## src/rtl/mc_ctrl_pkg.sv

```systemverilog
// mc_ctrl_pkg: shared encodings and condition evaluation for the multicycle control unit
package mc_ctrl_pkg;
  typedef enum logic [3:0] {
    FETCH    = 4'd0,
    DECODE   = 4'd1,
    MEMADR   = 4'd2,
    MEMREAD  = 4'd3,
    MEMWB    = 4'd4,
    MEMWRITE = 4'd5,
    EXECUTER = 4'd6,
    EXECUTEI = 4'd7,
    ALUWB    = 4'd8,
    BRANCH   = 4'd9
  } state_t;
  localparam logic [3:0] ALU_ADD   = 4'b0000;
  localparam logic [3:0] ALU_SUB   = 4'b0001;
  localparam logic [3:0] ALU_AND   = 4'b0010;
  localparam logic [3:0] ALU_ORR   = 4'b0011;
  localparam logic [3:0] ALU_EOR   = 4'b0100;
  localparam logic [3:0] ALU_MUL   = 4'b0101;
  localparam logic [3:0] ALU_UMULL = 4'b0110;
  localparam logic [3:0] ALU_SMULL = 4'b0111;
  localparam logic [1:0] SRCB_REG  = 2'd0;
  localparam logic [1:0] SRCB_IMM  = 2'd1;
  localparam logic [1:0] SRCB_FOUR = 2'd2;
  localparam logic [1:0] RES_ALUOUT = 2'd0;
  localparam logic [1:0] RES_DATA   = 2'd1;
  localparam logic [1:0] RES_ALURES = 2'd2;
  localparam logic [3:0] COND_AL = 4'b1110;
  // ARM condition check on {N,Z,C,V}; the 1111 space never executes
  function automatic logic cond_ok(input logic [3:0] cond, input logic [3:0] f);
    logic n, z, c, v;
    {n, z, c, v} = f;
    case (cond)
      4'h0: cond_ok = z;
      4'h1: cond_ok = !z;
      4'h2: cond_ok = c;
      4'h3: cond_ok = !c;
      4'h4: cond_ok = n;
      4'h5: cond_ok = !n;
      4'h6: cond_ok = v;
      4'h7: cond_ok = !v;
      4'h8: cond_ok = c && !z;
      4'h9: cond_ok = !c || z;
      4'ha: cond_ok = n == v;
      4'hb: cond_ok = n != v;
      4'hc: cond_ok = !z && (n == v);
      4'hd: cond_ok = z || (n != v);
      COND_AL: cond_ok = 1'b1;
      default: cond_ok = 1'b0;
    endcase
  endfunction
endpackage

```

## src/rtl/mc_cond_unit.sv

```systemverilog
// mc_cond_unit: NZCV register, condition latch and gated flag update
module mc_cond_unit
  import mc_ctrl_pkg::*;
(
  input  logic       clk,
  input  logic       reset,
  input  logic [3:0] cond,
  input  logic [3:0] alu_flags,
  input  logic       cond_latch,
  input  logic       flag_wr,
  input  logic       cv_wr,
  output logic       cond_ex,
  output logic [3:0] flags
);
  // condition sampled in DECODE against the previous instruction's flags; flags written only when the instruction executes
  always_ff @(posedge clk or negedge reset)
    if (!reset) begin
      flags   <= '0;
      cond_ex <= 1'b0;
    end else begin
      if (cond_latch) cond_ex <= cond_ok(cond, flags);
      if (flag_wr && cond_ex) begin
        flags[3:2] <= alu_flags[3:2];
        if (cv_wr) flags[1:0] <= alu_flags[1:0];
      end
    end
endmodule

```

## src/rtl/mc_control_fsm.sv

```systemverilog
// mc_control_fsm: multicycle main controller with instruction decode and multiply support
module mc_control_fsm
  import mc_ctrl_pkg::*;
#(
  parameter state_t RESET_STATE = FETCH,
  parameter bit     EN_LONGMUL  = 1'b1
) (
  input  logic        clk,
  input  logic        reset,
  input  logic [31:0] Instr,
  input  logic [3:0]  ALUFlags,
  output logic        PCWrite,
  output logic        RegWrite,
  output logic        IRWrite,
  output logic        MemWrite,
  output logic        AdrSrc,
  output logic        ALUSrcA,
  output logic [1:0]  RegSrc,
  output logic [1:0]  ALUSrcB,
  output logic [1:0]  ResultSrc,
  output logic [1:0]  ImmSrc,
  output logic [3:0]  ALUControl,
  output logic        opMul,
  output logic        IsLongMul,
  output logic [3:0]  State,
  output logic [3:0]  Flags
);
  state_t state, next;
  logic [1:0] op;
  logic [3:0] cmd, rd, alu_dp;
  logic mul_pat, is_long, is_mul, is_test, cv_cmd, cond_ex;
  logic pc_w, reg_w, ir_w, mem_w, long_w;
  logic unused_bits;
  assign op      = Instr[27:26];
  assign cmd     = Instr[24:21];
  assign mul_pat = op == 2'b00 && Instr[7:4] == 4'b1001 && (Instr[27:22] == 6'b000000 || Instr[27:23] == 5'b00001);
  assign is_long = mul_pat && Instr[23];
  assign is_mul  = mul_pat && (!Instr[23] || EN_LONGMUL);
  assign is_test = !is_mul && (cmd == 4'b1010 || cmd == 4'b1000);
  assign cv_cmd  = !is_mul && (cmd == 4'b0100 || cmd == 4'b0010 || cmd == 4'b1010);
  assign rd      = is_mul ? Instr[19:16] : Instr[15:12];
  assign alu_dp  = is_mul ? (is_long ? (Instr[22] ? ALU_SMULL : ALU_UMULL) : ALU_MUL) :
                   cmd == 4'b0100 ? ALU_ADD :
                   (cmd == 4'b0010 || cmd == 4'b1010) ? ALU_SUB :
                   (cmd == 4'b0000 || cmd == 4'b1000) ? ALU_AND :
                   cmd == 4'b1100 ? ALU_ORR :
                   cmd == 4'b0001 ? ALU_EOR : ALU_ADD;
  assign unused_bits = ^{Instr[11:8], Instr[3:0]};
  mc_cond_unit u_cond (
    .clk        (clk),
    .reset      (reset),
    .cond       (Instr[31:28]),
    .alu_flags  (ALUFlags),
    .cond_latch (state == DECODE),
    .flag_wr    ((state == EXECUTER || state == EXECUTEI) && Instr[20]),
    .cv_wr      (cv_cmd),
    .cond_ex    (cond_ex),
    .flags      (Flags)
  );
  // state register
  always_ff @(posedge clk or negedge reset)
    if (!reset) state <= RESET_STATE;
    else state <= next;
  // next-state decode; unsupported encodings (incl. disabled long multiply) fall back to FETCH
  always_comb begin
    next = FETCH;
    case (state)
      FETCH:              next = DECODE;
      DECODE:             next = op == 2'b01 ? MEMADR : is_mul ? EXECUTER : mul_pat ? FETCH :
                                 op == 2'b00 ? (Instr[25] ? EXECUTEI : EXECUTER) :
                                 op == 2'b10 ? BRANCH : FETCH;
      MEMADR:             next = Instr[20] ? MEMREAD : MEMWRITE;
      MEMREAD:            next = MEMWB;
      EXECUTER, EXECUTEI: next = ALUWB;
      default:            next = FETCH;
    endcase
  end
  // per-state datapath controls; writes to R15 also redirect the PC
  always_comb begin
    pc_w = 1'b0; reg_w = 1'b0; ir_w = 1'b0; mem_w = 1'b0; long_w = 1'b0;
    AdrSrc = 1'b0; ALUSrcA = 1'b0; ALUSrcB = SRCB_REG; ResultSrc = RES_ALUOUT;
    RegSrc = 2'b00; ALUControl = ALU_ADD;
    case (state)
      FETCH: begin
        ir_w = 1'b1; pc_w = 1'b1; ALUSrcA = 1'b1; ALUSrcB = SRCB_FOUR; ResultSrc = RES_ALURES;
      end
      DECODE: begin
        ALUSrcA = 1'b1; ALUSrcB = SRCB_FOUR; ResultSrc = RES_ALURES;
      end
      MEMADR: begin
        ALUSrcB = SRCB_IMM; ALUControl = Instr[23] ? ALU_ADD : ALU_SUB;
      end
      MEMREAD: AdrSrc = 1'b1;
      MEMWB: begin
        ResultSrc = RES_DATA; reg_w = cond_ex; pc_w = cond_ex && rd == 4'd15;
      end
      MEMWRITE: begin
        AdrSrc = 1'b1; RegSrc = 2'b10; mem_w = cond_ex;
      end
      EXECUTER: begin
        ALUControl = alu_dp; long_w = is_long && is_mul;
      end
      EXECUTEI: begin
        ALUSrcB = SRCB_IMM; ALUControl = alu_dp;
      end
      ALUWB: begin
        ALUControl = alu_dp; reg_w = cond_ex && !is_test; pc_w = reg_w && rd == 4'd15;
        long_w = is_long && is_mul && cond_ex;
      end
      BRANCH: begin
        RegSrc = 2'b01; ALUSrcB = SRCB_IMM; ResultSrc = RES_ALURES; pc_w = cond_ex;
      end
      default: ;
    endcase
  end
  assign PCWrite   = reset && pc_w;
  assign RegWrite  = reset && reg_w;
  assign IRWrite   = reset && ir_w;
  assign MemWrite  = reset && mem_w;
  assign IsLongMul = reset && long_w;
  assign opMul     = is_mul && (state == DECODE || state == EXECUTER || state == ALUWB);
  assign ImmSrc    = Instr[27:26];
  assign State     = state;
endmodule

```

## config.mk

```make
export PLATFORM = sky130hd
export DESIGN_NAME = mc_control_fsm
export DESIGN_NICKNAME = d
export VERILOG_FILES = /design/src/rtl/mc_ctrl_pkg.sv /design/src/rtl/mc_cond_unit.sv /design/src/rtl/mc_control_fsm.sv
export SDC_FILE = /design/constraint.sdc
export NUM_CORES = 1
export LEC_CHECK = 0
export CAP_MARGIN = 10
export CORE_MARGIN = 2
export CORE_UTILIZATION = 36
export CTS_CLUSTER_SIZE = 30
export DETAILED_ROUTE_END_ITERATION = 12
export HOLD_SLACK_MARGIN = 0.12
export PLACE_DENSITY = 0.91
export SETUP_SLACK_MARGIN = 0.15
export SLEW_MARGIN = 40
export SYNTH_ARGS = -nofsm -noshare
export SYNTH_HDL_FRONTEND = slang
export SYNTH_SLANG_ARGS = --single-unit
```

## constraint.sdc

```tcl
create_clock -name clk -period 1.85 [get_ports clk]
set_clock_uncertainty 0.15 [all_clocks]
set_input_delay 0.185 -clock clk [delete_from_list [all_inputs] [get_ports clk]]
set_output_delay 0.185 -clock clk [all_outputs]
set_load 0.02 [all_outputs]
```

==> flow_metrics.env, run 1 <==
export IMPL_cts_max_level=1
export IMPL_synth_distinct_cells=44
export IMPL_track_usage_pct=24.4
export IMPL_antenna_cells=0
export IMPL_dp_hpwl_mm=2.91
export IMPL_numPortBuffers=56
export IMPL_placed_cell_area_sq_mm=0.00186
export IMPL_rows=19
export IMPL_max_stage_delay_ns=0.45
export IMPL_place_gp_congestion=0.954
export IMPL_cp_buffers_inverters=2
export IMPL_peakVddDrop_mv=1.42
export IMPL_core_area_sq_mm=0.00271
export IMPL_die_w_um=56.9
export IMPL_syn_inst=136
export IMPL_mostFrequentLayoutCell="buf_4"
export IMPL_drt_iter0_drc=46
export IMPL_numClockSinks=9
export IMPL_cp_required_ns=1.51
export IMPL_path_cells="buf_4 > nand3b_1 > a2111oi_4 > buf_4"
export IMPL_synth_edf_count=0
export IMPL_ios=66
export IMPL_fin_cells=266
export IMPL_critPathLaunchType="register"
export IMPL_cts_tree="yes"
export IMPL_die_area_sq_mm=0.00324
export IMPL_synthTopCellsByArea="dfrtp_1 (22%), nor2_1 (6.3%), mux2i_1 (6.0%), a21oi_1 (5.5%), mux2_2 (4.5%)"
export IMPL_fin_setup_tns_ns=-1.54
export IMPL_cts_buffers=3
export IMPL_grt_pass1_wl_mm=6.20
export IMPL_hold_viol=0
export IMPL_yosysWarnings=0
export IMPL_worstPathArrival_ns=1.79
export IMPL_worstHoldPathType="in -> async"
export IMPL_routed_via_density=5.78
export IMPL_ys_seq_elements=9
export IMPL_dp_cells=241
export IMPL_postLayoutCellArea_sq_mm=0.00230
export IMPL_clk_pin_slew_ns=0.06
export IMPL_synthArstFlopShare_pct=100
export IMPL_status="finished, violations left"
export IMPL_root_buffer="clkbuf_4"
export IMPL_cp_slowest_cell="dfrtp_2"
export IMPL_ys_seq_area_share_pct=22.3
export IMPL_slew_violations=0
export IMPL_n_fill_cell=144
export IMPL_grt_antenna_before_repair=0
export IMPL_fmax_mhz=471
export IMPL_cp_max_fo=6
export IMPL_cts_buffer_depth=2
export IMPL_ant_nets=0
export IMPL_grt_setup_unrepaired="yes"
export IMPL_dr_pass1_iters=4
export IMPL_finalSetupViolCount=16
export IMPL_grt_pass1_vias=1386
export IMPL_utilization_pct=84.8
export IMPL_crit_top_cell="buf_4"
export IMPL_rrSetupSlack_ns=-0.08
export IMPL_avgRoutedWirePerCell_um=19.1
export IMPL_area_growth_pct=128
export IMPL_gr_total_overflow=0
export IMPL_grt_start_max_net_pins=13
export IMPL_synth_top_cell_area_share_pct=22.3
export IMPL_finalCritPeriodShare_pct=115
export IMPL_cap_violations=0
export IMPL_timing_final_ws_setup_ns=-0.272
export IMPL_routed_via_count=1538
export IMPL_critPathTopFamily="flip-flops"
export IMPL_synth_nets=174
export IMPL_synth_flop_cell="dfrtp_1"
export IMPL_crit_path_end_kind="output port"
export IMPL_syn_area_per_cell_sq_um=7.42
export IMPL_leakage_nw=1.10
export IMPL_clk_latency_ns=0.27
export IMPL_nets=274
export IMPL_worstSetupPathType="reg -> out"
export IMPL_period_needed_ns=2.12
export IMPL_violations="setup timing"
export IMPL_drc=0
export IMPL_dieHeight_um=56.9
export IMPL_syn_area_sq_mm=0.00101
export IMPL_drt_wl_total_mm=5.08
export IMPL_drive_gt1_share_pct=54.0
export IMPL_crit_cells=4
export IMPL_layout_common_cells="buf_4 (41), buf_6 (21), clkdlybuf4s50_1 (20)"
export IMPL_start_util_pct=37.2
export IMPL_synth_largest_area_cell="dfrtp_1"
export IMPL_power_density_mw_per_mm2=1580
export IMPL_worstRegToRegCells=8
==> Yosys cell counts, types with 3 or more instances <==
cell and n:
nor2b_1 4, nand4_1 3, inv_1 3, clkbuf_1 7, xnor2_1 4, o21ai_0 3
buf_4 3, nand3_1 3, a22oi_1 3, mux2i_1 6, nor3_1 5, nor2_1 17
nand3b_1 4, a21oi_1 11, dfrtp_1 9, nand2_1 10, mux2_2 4, nand2b_1 6
==> cell type report <==
type	instances	area (sq um)	area share [%]
tap	31	38.8	1.69
timing repair buffer	108	1020	44.6
clock buffer	4	26.3	1.14
inverter	4	15.0	0.654
sequential	9	230	10.0
multi-input combinational	110	962	41.9
==> layer usage <==
layer  vias to the layer above  part of all wire [%]  routed length, um  track usage, %
met5                         -                     0                  0               0
met4                         0                   5.6                282            4.65
met3                        26                   7.8                398            5.30
met2                        95                    52               2660            49.1
met1                       735                    34               1740            25.5
li1                        682                     -                  -               -
==> per-stage QoR <==
step	setup slack, ns	power [mW]	hold slack [ns]
after detailed placement	-0.806	2.35	0.442
after CTS	-0.186	2.69	0.150
after global placement	-0.793	2.29	0.423
after floorplan	0.111	1.47	-0.261
after global routing	-0.298	3.77	0.140
final	-0.272	3.62	0.165
==> timing repair <==
action                                  4_1_cts  5_1_grt
hold buffers                                  0        0
endpoints found under the setup margin       26       24
buffers inserted                              4       17
pin swaps                                    10       10
resized for setup                           130       52
==> worst register-to-register path: stages (launching register included) <==
cell     delay, ns
dfrtp_2       0.43
buf_6         0.11
buf_6         0.09
buf_8         0.11
buf_8         0.14
nand2_8       0.06
nor3_4        0.28
nand3_2       0.15
mux2_2        0.30
==> where the power goes <==
part	total, mW	internal (mW)	leakage (nW)	switching, mW
Combinational	3.02	1.60	0.969	1.42
Clock	0.158	0.0834	0.0150	0.0744
Sequential	0.445	0.277	0.112	0.168
==> cells by family after synthesis <==
family	after synthesis	share of synthesized area, %
buffers and inverters	17	8.44
DFF	9	22.3
AOI/OAI and AO/OA	28	17.5
other	1	0.372
and+or+nand+nor	65	35.7
muxes	10	10.4
xor gates and xnor gates	6	5.21
==> final timing paths <==
| check | start | to |
|---|---|---|
| worst min register to register | u_cond.flags[1] | u_cond.flags[1] |
| worst min-delay path | reset | State[1] |
| max in group asynchronous | reset | State[3] |
| worst max-delay path | State[1] | PCWrite |
| worst max register to register | State[1] | u_cond.flags[0] |
| min in group clk | Instr[26] | State[3] |
==> state kept, by name, summed over array words and instances (netlist names) <==
name,flops
State,4
u_cond.cond_ex,1
u_cond.flags,4
Note: power is estimated with default switching activity, not from simulation.
==> run 2, diff against run 1 <==
==> constraint.sdc (replaced) <==
create_clock -name clk -period 1.85 [get_ports clk]
set_clock_uncertainty 0.15 [all_clocks]
set_input_delay 0.37 -clock clk [delete_from_list [all_inputs] [get_ports clk]]
set_output_delay 0.37 -clock clk [all_outputs]
set_load 0.02 [all_outputs]
==> flow_metrics.env, run 2 (synthesized netlist as in run 1, its figures left out) <==
export IMPL_mostFrequentLayoutCell="buf_4"
export IMPL_drive_gt1_share_pct=60.7
export IMPL_period_needed_ns=2.31
export IMPL_cp_buffers_inverters=2
export IMPL_peakVddDrop_mv=1.91
export IMPL_max_stage_delay_ns=0.52
export IMPL_r2r_start="State[3]"
export IMPL_cts_max_level=1
export IMPL_finalSetupViolCount=21
export IMPL_grt_pass1_wl_mm=7.31
export IMPL_layout_common_cells="buf_4 (42), buf_6 (29), clkdlybuf4s50_1 (17)"
export IMPL_numClockSinks=9
export IMPL_cp_startpoint="State[1]"
export IMPL_drt_iter0_drc=103
export IMPL_status="finished, violations left"
export IMPL_grt_pass1_vias=1540
export IMPL_dr_pass1_iters=5
export IMPL_worstPathArrival_ns=1.79
export IMPL_cp_slowest_cell="or4_4"
export IMPL_drt_wl_total_mm=5.73
export IMPL_core_area_sq_mm=0.00271
export IMPL_grt_antenna_before_repair=0
export IMPL_cts_buffers=3
export IMPL_place_gp_congestion=0.963
export IMPL_critPathTopFamily="simple AND/OR/NAND/NOR gates"
export IMPL_die_w_um=56.9
export IMPL_placed_cell_area_sq_mm=0.00194
export IMPL_violations="setup timing"
export IMPL_gr_total_overflow=0
export IMPL_clk_latency_ns=0.29
export IMPL_place_ws_ns=-1.19
export IMPL_dieHeight_um=56.9
export IMPL_root_buffer="clkbuf_4"
export IMPL_cp_required_ns=1.33
export IMPL_routed_via_density=6.00
export IMPL_die_area_sq_mm=0.00324
export IMPL_total_power_mw=3.80
export IMPL_worstHoldPathType="in -> async"
export IMPL_leakage_nw=1.06
export IMPL_slew_violations=0
export IMPL_routed_via_count=1619
export IMPL_crit_path_end_kind="output port"
export IMPL_ios=66
export IMPL_rows=19
export IMPL_track_usage_pct=29.5
export IMPL_utilization_pct=88.5
export IMPL_cts_buffer_depth=2
export IMPL_hold_viol=0
export IMPL_power_density_mw_per_mm2=1580
export IMPL_ant_nets=0
export IMPL_timing_final_ws_setup_ns=-0.457
export IMPL_path_cells="buf_6 > or4_4 > a22oi_2 > a2111oi_4 > buf_4"
export IMPL_cts_tree="yes"
export IMPL_grt_setup_unrepaired="yes"
export IMPL_cap_violations=0
export IMPL_area_growth_pct=138
export IMPL_critPathLaunchType="register"
export IMPL_grt_start_max_net_pins=13
export IMPL_cp_max_fo=5
export IMPL_avgRoutedWirePerCell_um=21.2
export IMPL_whs_ns=0.154
export IMPL_finalCritPeriodShare_pct=125
export IMPL_nets=278
export IMPL_postCtsHoldBufs=0
export IMPL_dp_hpwl_mm=2.95
export IMPL_postLayoutCellArea_sq_mm=0.00240
export IMPL_antenna_cells=0
export IMPL_clk_pin_slew_ns=0.09
export IMPL_numPortBuffers=56
export IMPL_worstSetupPathType="reg -> out"
export IMPL_fmax_mhz=434
export IMPL_start_util_pct=37.2
export IMPL_drc=0
## run 2: cell types whose count changed in the layout (fill, tap and decap cells not counted), sizes merged
cell	before	now
buf	69	79
dlymetal6s2s	6	0
dlygate4sd2	9	13
clkdlybuf4s50	20	17
clkdlybuf4s15	2	1
## run 2: report_power, final
part / internal (mW) / switching, mW / leakage, nW
Clock: 0.0837 / 0.0907 / 0.0150
Sequential: 0.277 / 0.148 / 0.112
Combinational: 1.62 / 1.58 / 0.938
## run 2: final timing paths
path | end | slack, ns | cells past startpoint
setup / recovery | PCWrite | -0.46 | 5
hold / removal | u_cond.cond_ex | 0.15 | 2
setup reg to reg | u_cond.cond_ex | -0.39 | 9
hold reg to reg | State[0] | 0.43 | 1
max in group asynchronous | State[0] | 1.22 | 2
min in group clk | State[0] | 0.43 | 1
## run 2: layout make-up
class,instances,area [sq um]
Clock buffer,4,26.3
Multi-Input combinational cell,110,1050
Fill cell,120,312
Sequential cell,9,230
Inverter,4,15.0
Tap cell,31,38.8
Timing Repair Buffer,112,1040
## run 2: per-layer routing
layer / GRT usage [%] / part of all wire [%] / up-vias
met2: 53.2 / 52 / 121
met4: 19.6 / 7.7 / 0
met5: 0 / 0 / -
met1: 28.5 / 32 / 760
met3: 8.99 / 7.9 / 48
li1: - / - / 690
## run 2: through the flow
stage	std cells	setup TNS [ns]
finish	270	-5.29
global route	270	-6.18
CTS	260	-5.06
detailed placement	247	-12.28
global placement	247	-11.52
floorplan	136	-0.410
## run 2: repair_timing
item	in CTS	in global routing
buffers inserted	9	10
resized for setup	137	79
endpoints found under the setup margin	32	26
pin swaps	15	18
cloned	0	0
==> run 3, diff against run 2 <==
--- a/config.mk
+++ b/config.mk
@@ -11,9 +11,11 @@
 export CTS_CLUSTER_SIZE = 30
 export DETAILED_ROUTE_END_ITERATION = 12
 export HOLD_SLACK_MARGIN = 0.12
-export PLACE_DENSITY = 0.91
+export PLACE_DENSITY = 0.92
 export SETUP_SLACK_MARGIN = 0.15
 export SLEW_MARGIN = 40
 export SYNTH_ARGS = -nofsm -noshare
 export SYNTH_HDL_FRONTEND = slang
+export SYNTH_HIERARCHICAL = 1
 export SYNTH_SLANG_ARGS = --single-unit
+export TNS_END_PERCENT = 5
==> flow_metrics.env, run 3 <==
export IMPL_ys_seq_area_share_pct=22.6
export IMPL_clk_latency_ns=0.26
export IMPL_grt_start_max_net_pins=10
export IMPL_synth_nets=169
export IMPL_synthTopCellsByArea="dfrtp_1 (23%), mux2_2 (5.6%), nor2_1 (5.6%), nand2_1 (4.5%), nand2b_1 (4.4%)"
export IMPL_critPathTopFamily="flip-flops"
export IMPL_synth_most_common_cell="nor2_1"
export IMPL_area_growth_pct=107
export IMPL_critPathLaunchType="register"
export IMPL_grt_pass1_vias=1439
export IMPL_start_util_pct=37.1
export IMPL_timing_final_ws_setup_ns=-0.302
export IMPL_total_power_mw=2.80
export IMPL_cp_max_fo=5
export IMPL_cp_buffers_inverters=2
export IMPL_dp_hpwl_mm=3.04
export IMPL_drt_iter0_drc=72
export IMPL_slew_violations=0
export IMPL_combPwrFrac_pct=80.0
export IMPL_worstPathArrival_ns=1.63
export IMPL_finalSetupViolCount=20
export IMPL_r2r_end="u_cond/flags[1]"
export IMPL_cap_violations=0
export IMPL_dr_pass1_iters=4
export IMPL_rows=19
export IMPL_pwr_share_seq_pct=14.5
export IMPL_drive_gt1_share_pct=53.3
export IMPL_cts_tree="yes"
export IMPL_synth_edf_count=0
export IMPL_synth_largest_area_cell="dfrtp_1"
export IMPL_die_area_sq_mm=0.00321
export IMPL_n_fill_cell=171
export IMPL_core_area_sq_mm=0.00269
export IMPL_worstHoldPathType="in -> async"
export IMPL_peakVddDrop_mv=1.10
export IMPL_track_usage_pct=26.5
export IMPL_ios=66
export IMPL_rrSetupSlack_ns=-0.10
export IMPL_leakage_nw=0.948
export IMPL_avgRoutedWirePerCell_um=17.6
export IMPL_worstSetupPathType="reg -> out"
export IMPL_syn_area_sq_um=997
export IMPL_synth_top_cell_area_share_pct=22.6
export IMPL_grt_antenna_before_repair=0
export IMPL_fin_setup_tns_ns=-2.92
export IMPL_p_sw_mw=1.35
export IMPL_drc=0
export IMPL_numClockSinks=9
export IMPL_cp_slowest_cell="dfrtp_2"
export IMPL_syn_area_per_cell_sq_um=7.61
export IMPL_cts_buffer_depth=2
export IMPL_synth_flop_cell="dfrtp_1"
export IMPL_status="finished, violations left"
export IMPL_ant_nets=0
export IMPL_r2r_start="State[3]"
export IMPL_power_density_mw_per_mm2=1360
export IMPL_routed_via_count=1470
export IMPL_violations="setup timing"
export IMPL_synth_common_cells="nor2_1 (15), nand2_1 (12), dfrtp_1 (9)"
export IMPL_multiInputGateArea_sq_um=890
export IMPL_ys_seq_elements=9
export IMPL_path_cells="buf_6 > nor2_4 > and2_4 > a21oi_4 > o311ai_4 > buf_6"
export IMPL_clkPwrFrac_pct=5.5
export IMPL_synth_distinct_cells=44
export IMPL_cts_max_level=1
export IMPL_finalCritPeriodShare_pct=116
export IMPL_crit_top_cell="buf_6"
export IMPL_gr_total_overflow=0
export IMPL_cp_startpoint="State[0]"
export IMPL_fin_cells=258
export IMPL_syn_inst=131
export IMPL_crit_path_end_kind="output port"
export IMPL_cts_buffers=3
export IMPL_grt_pass1_wl_mm=6.69
export IMPL_synthArstFlopShare_pct=100
export IMPL_worstRegToRegCells=8
export IMPL_hold_viol=0
export IMPL_internal_power_mw=1.44
export IMPL_cp_required_ns=1.33
export IMPL_max_stage_delay_ns=0.44
export IMPL_period_needed_ns=2.15
export IMPL_layout_common_cells="buf_4 (52), clkdlybuf4s50_1 (15), dlygate4sd2_1 (14)"
export IMPL_place_gp_congestion=0.826
export IMPL_dieHeight_um=56.6
export IMPL_fmax_mhz=465
export IMPL_routed_via_density=5.70
export IMPL_die_w_um=56.6
export IMPL_yosysWarnings=6
export IMPL_sw_frac_of_total_pct=48.4
export IMPL_root_buffer="clkbuf_4"
export IMPL_mostFrequentLayoutCell="buf_4"
export IMPL_antenna_cells=0
export IMPL_numPortBuffers=56
export IMPL_grt_setup_unrepaired="yes"
export IMPL_clk_pin_slew_ns=0.06
export IMPL_drt_wl_total_mm=4.54
export IMPL_dp_cells=247
export IMPL_seqCellArea_sq_um=231
export IMPL_nets=266
## run 3: cell types whose count changed after synthesis, sizes merged, moves of 3 or more
| cell | previous run | this run |
|---|---|---|
| a21oi | 11 | 8 |
| buf | 5 | 9 |
| clkbuf | 8 | 2 |
| mux2i | 6 | 2 |
| nor3 | 6 | 3 |
## run 3: repair_timing
action                     CTS  global route
buffers inserted             5             2
hold buffers                 0             0
resized for setup          163            16
pin swaps                   14             2
setup endpoints to repair   32            25
## run 3: cell families (layout without fill, tap and decap cells)
logic type | count (synthesis) | in the layout | synth area share (%)
compound gates | 29 | 29 | 20.1
xor+xnor | 7 | 7 | 6.15
buf+inv | 15 | 111 | 8.15
flops | 9 | 9 | 22.6
mux | 7 | 7 | 7.65
other cells | 1 | 1 | 0.376
simple gates | 63 | 63 | 35.0
## run 3: metrics by stage
stage | hold WS (ns) | util [%] | area [sq um] | setup WS [ns]
4_1_cts | 0.182 | 73.8 | 1980 | -0.279
3_5_place_dp | 0.422 | 71.4 | 1920 | -1.04
5_1_grt | 0.192 | 76.8 | 2060 | -0.353
3_3_place_gp | 0.393 | 71.4 | 1920 | -0.980
2_1_floorplan | -0.0756 | - | 1090 | -0.0414
6_report | 0.193 | 76.8 | 2060 | -0.302
## run 3: cell type report
class	count	share of cell area (%)
Tap cell	31	1.88
Clock buffer	4	1.27
Inverter	4	0.728
Timing Repair Buffer	103	41.7
Multi-Input combinational cell	107	43.1
Sequential cell	9	11.2
## run 3: metal layers
| layer | routed length [um] | global-route usage [%] | vias up |
|---|---|---|---|
| li1 | - | - | 664 |
| met1 | 1630 | 30.6 | 708 |
| met2 | 2420 | 50.8 | 80 |
| met3 | 312 | 4.15 | 18 |
| met4 | 175 | 4.76 | 0 |
| met5 | 0 | 0 | - |
## run 3: power by group through the flow
stage | combinational (mW) | clock [mW] | sequential [mW]
6_report | 2.24 | 0.154 | 0.405
5_1_grt | 2.35 | 0.166 | 0.414
4_1_cts | 2.01 | 0.154 | 0.384
3_5_place_dp | 1.96 | 0 | 0.390
3_3_place_gp | 1.89 | 0 | 0.380
2_1_floorplan | 0.951 | 0 | 0.426
## run 3: worst max path at each step
stage,slack [ns],to,cells after the start
finish,-0.30,ALUControl[0],6
global route,-0.35,ALUControl[0],6
CTS,-0.28,PCWrite,6
detailed placement,-1.04,PCWrite,6
global placement,-0.98,PCWrite,6
floorplan,-0.04,PCWrite,4
## run 3: worst reg2reg max path, stage by stage (launching register included)
cell and delay (ns):
dfrtp_2 0.46, buf_4 0.17, nor2b_4 0.15, buf_4 0.14
buf_4 0.10, buf_4 0.09, and3_4 0.20, nand3_4 0.08
mux2_4 0.30
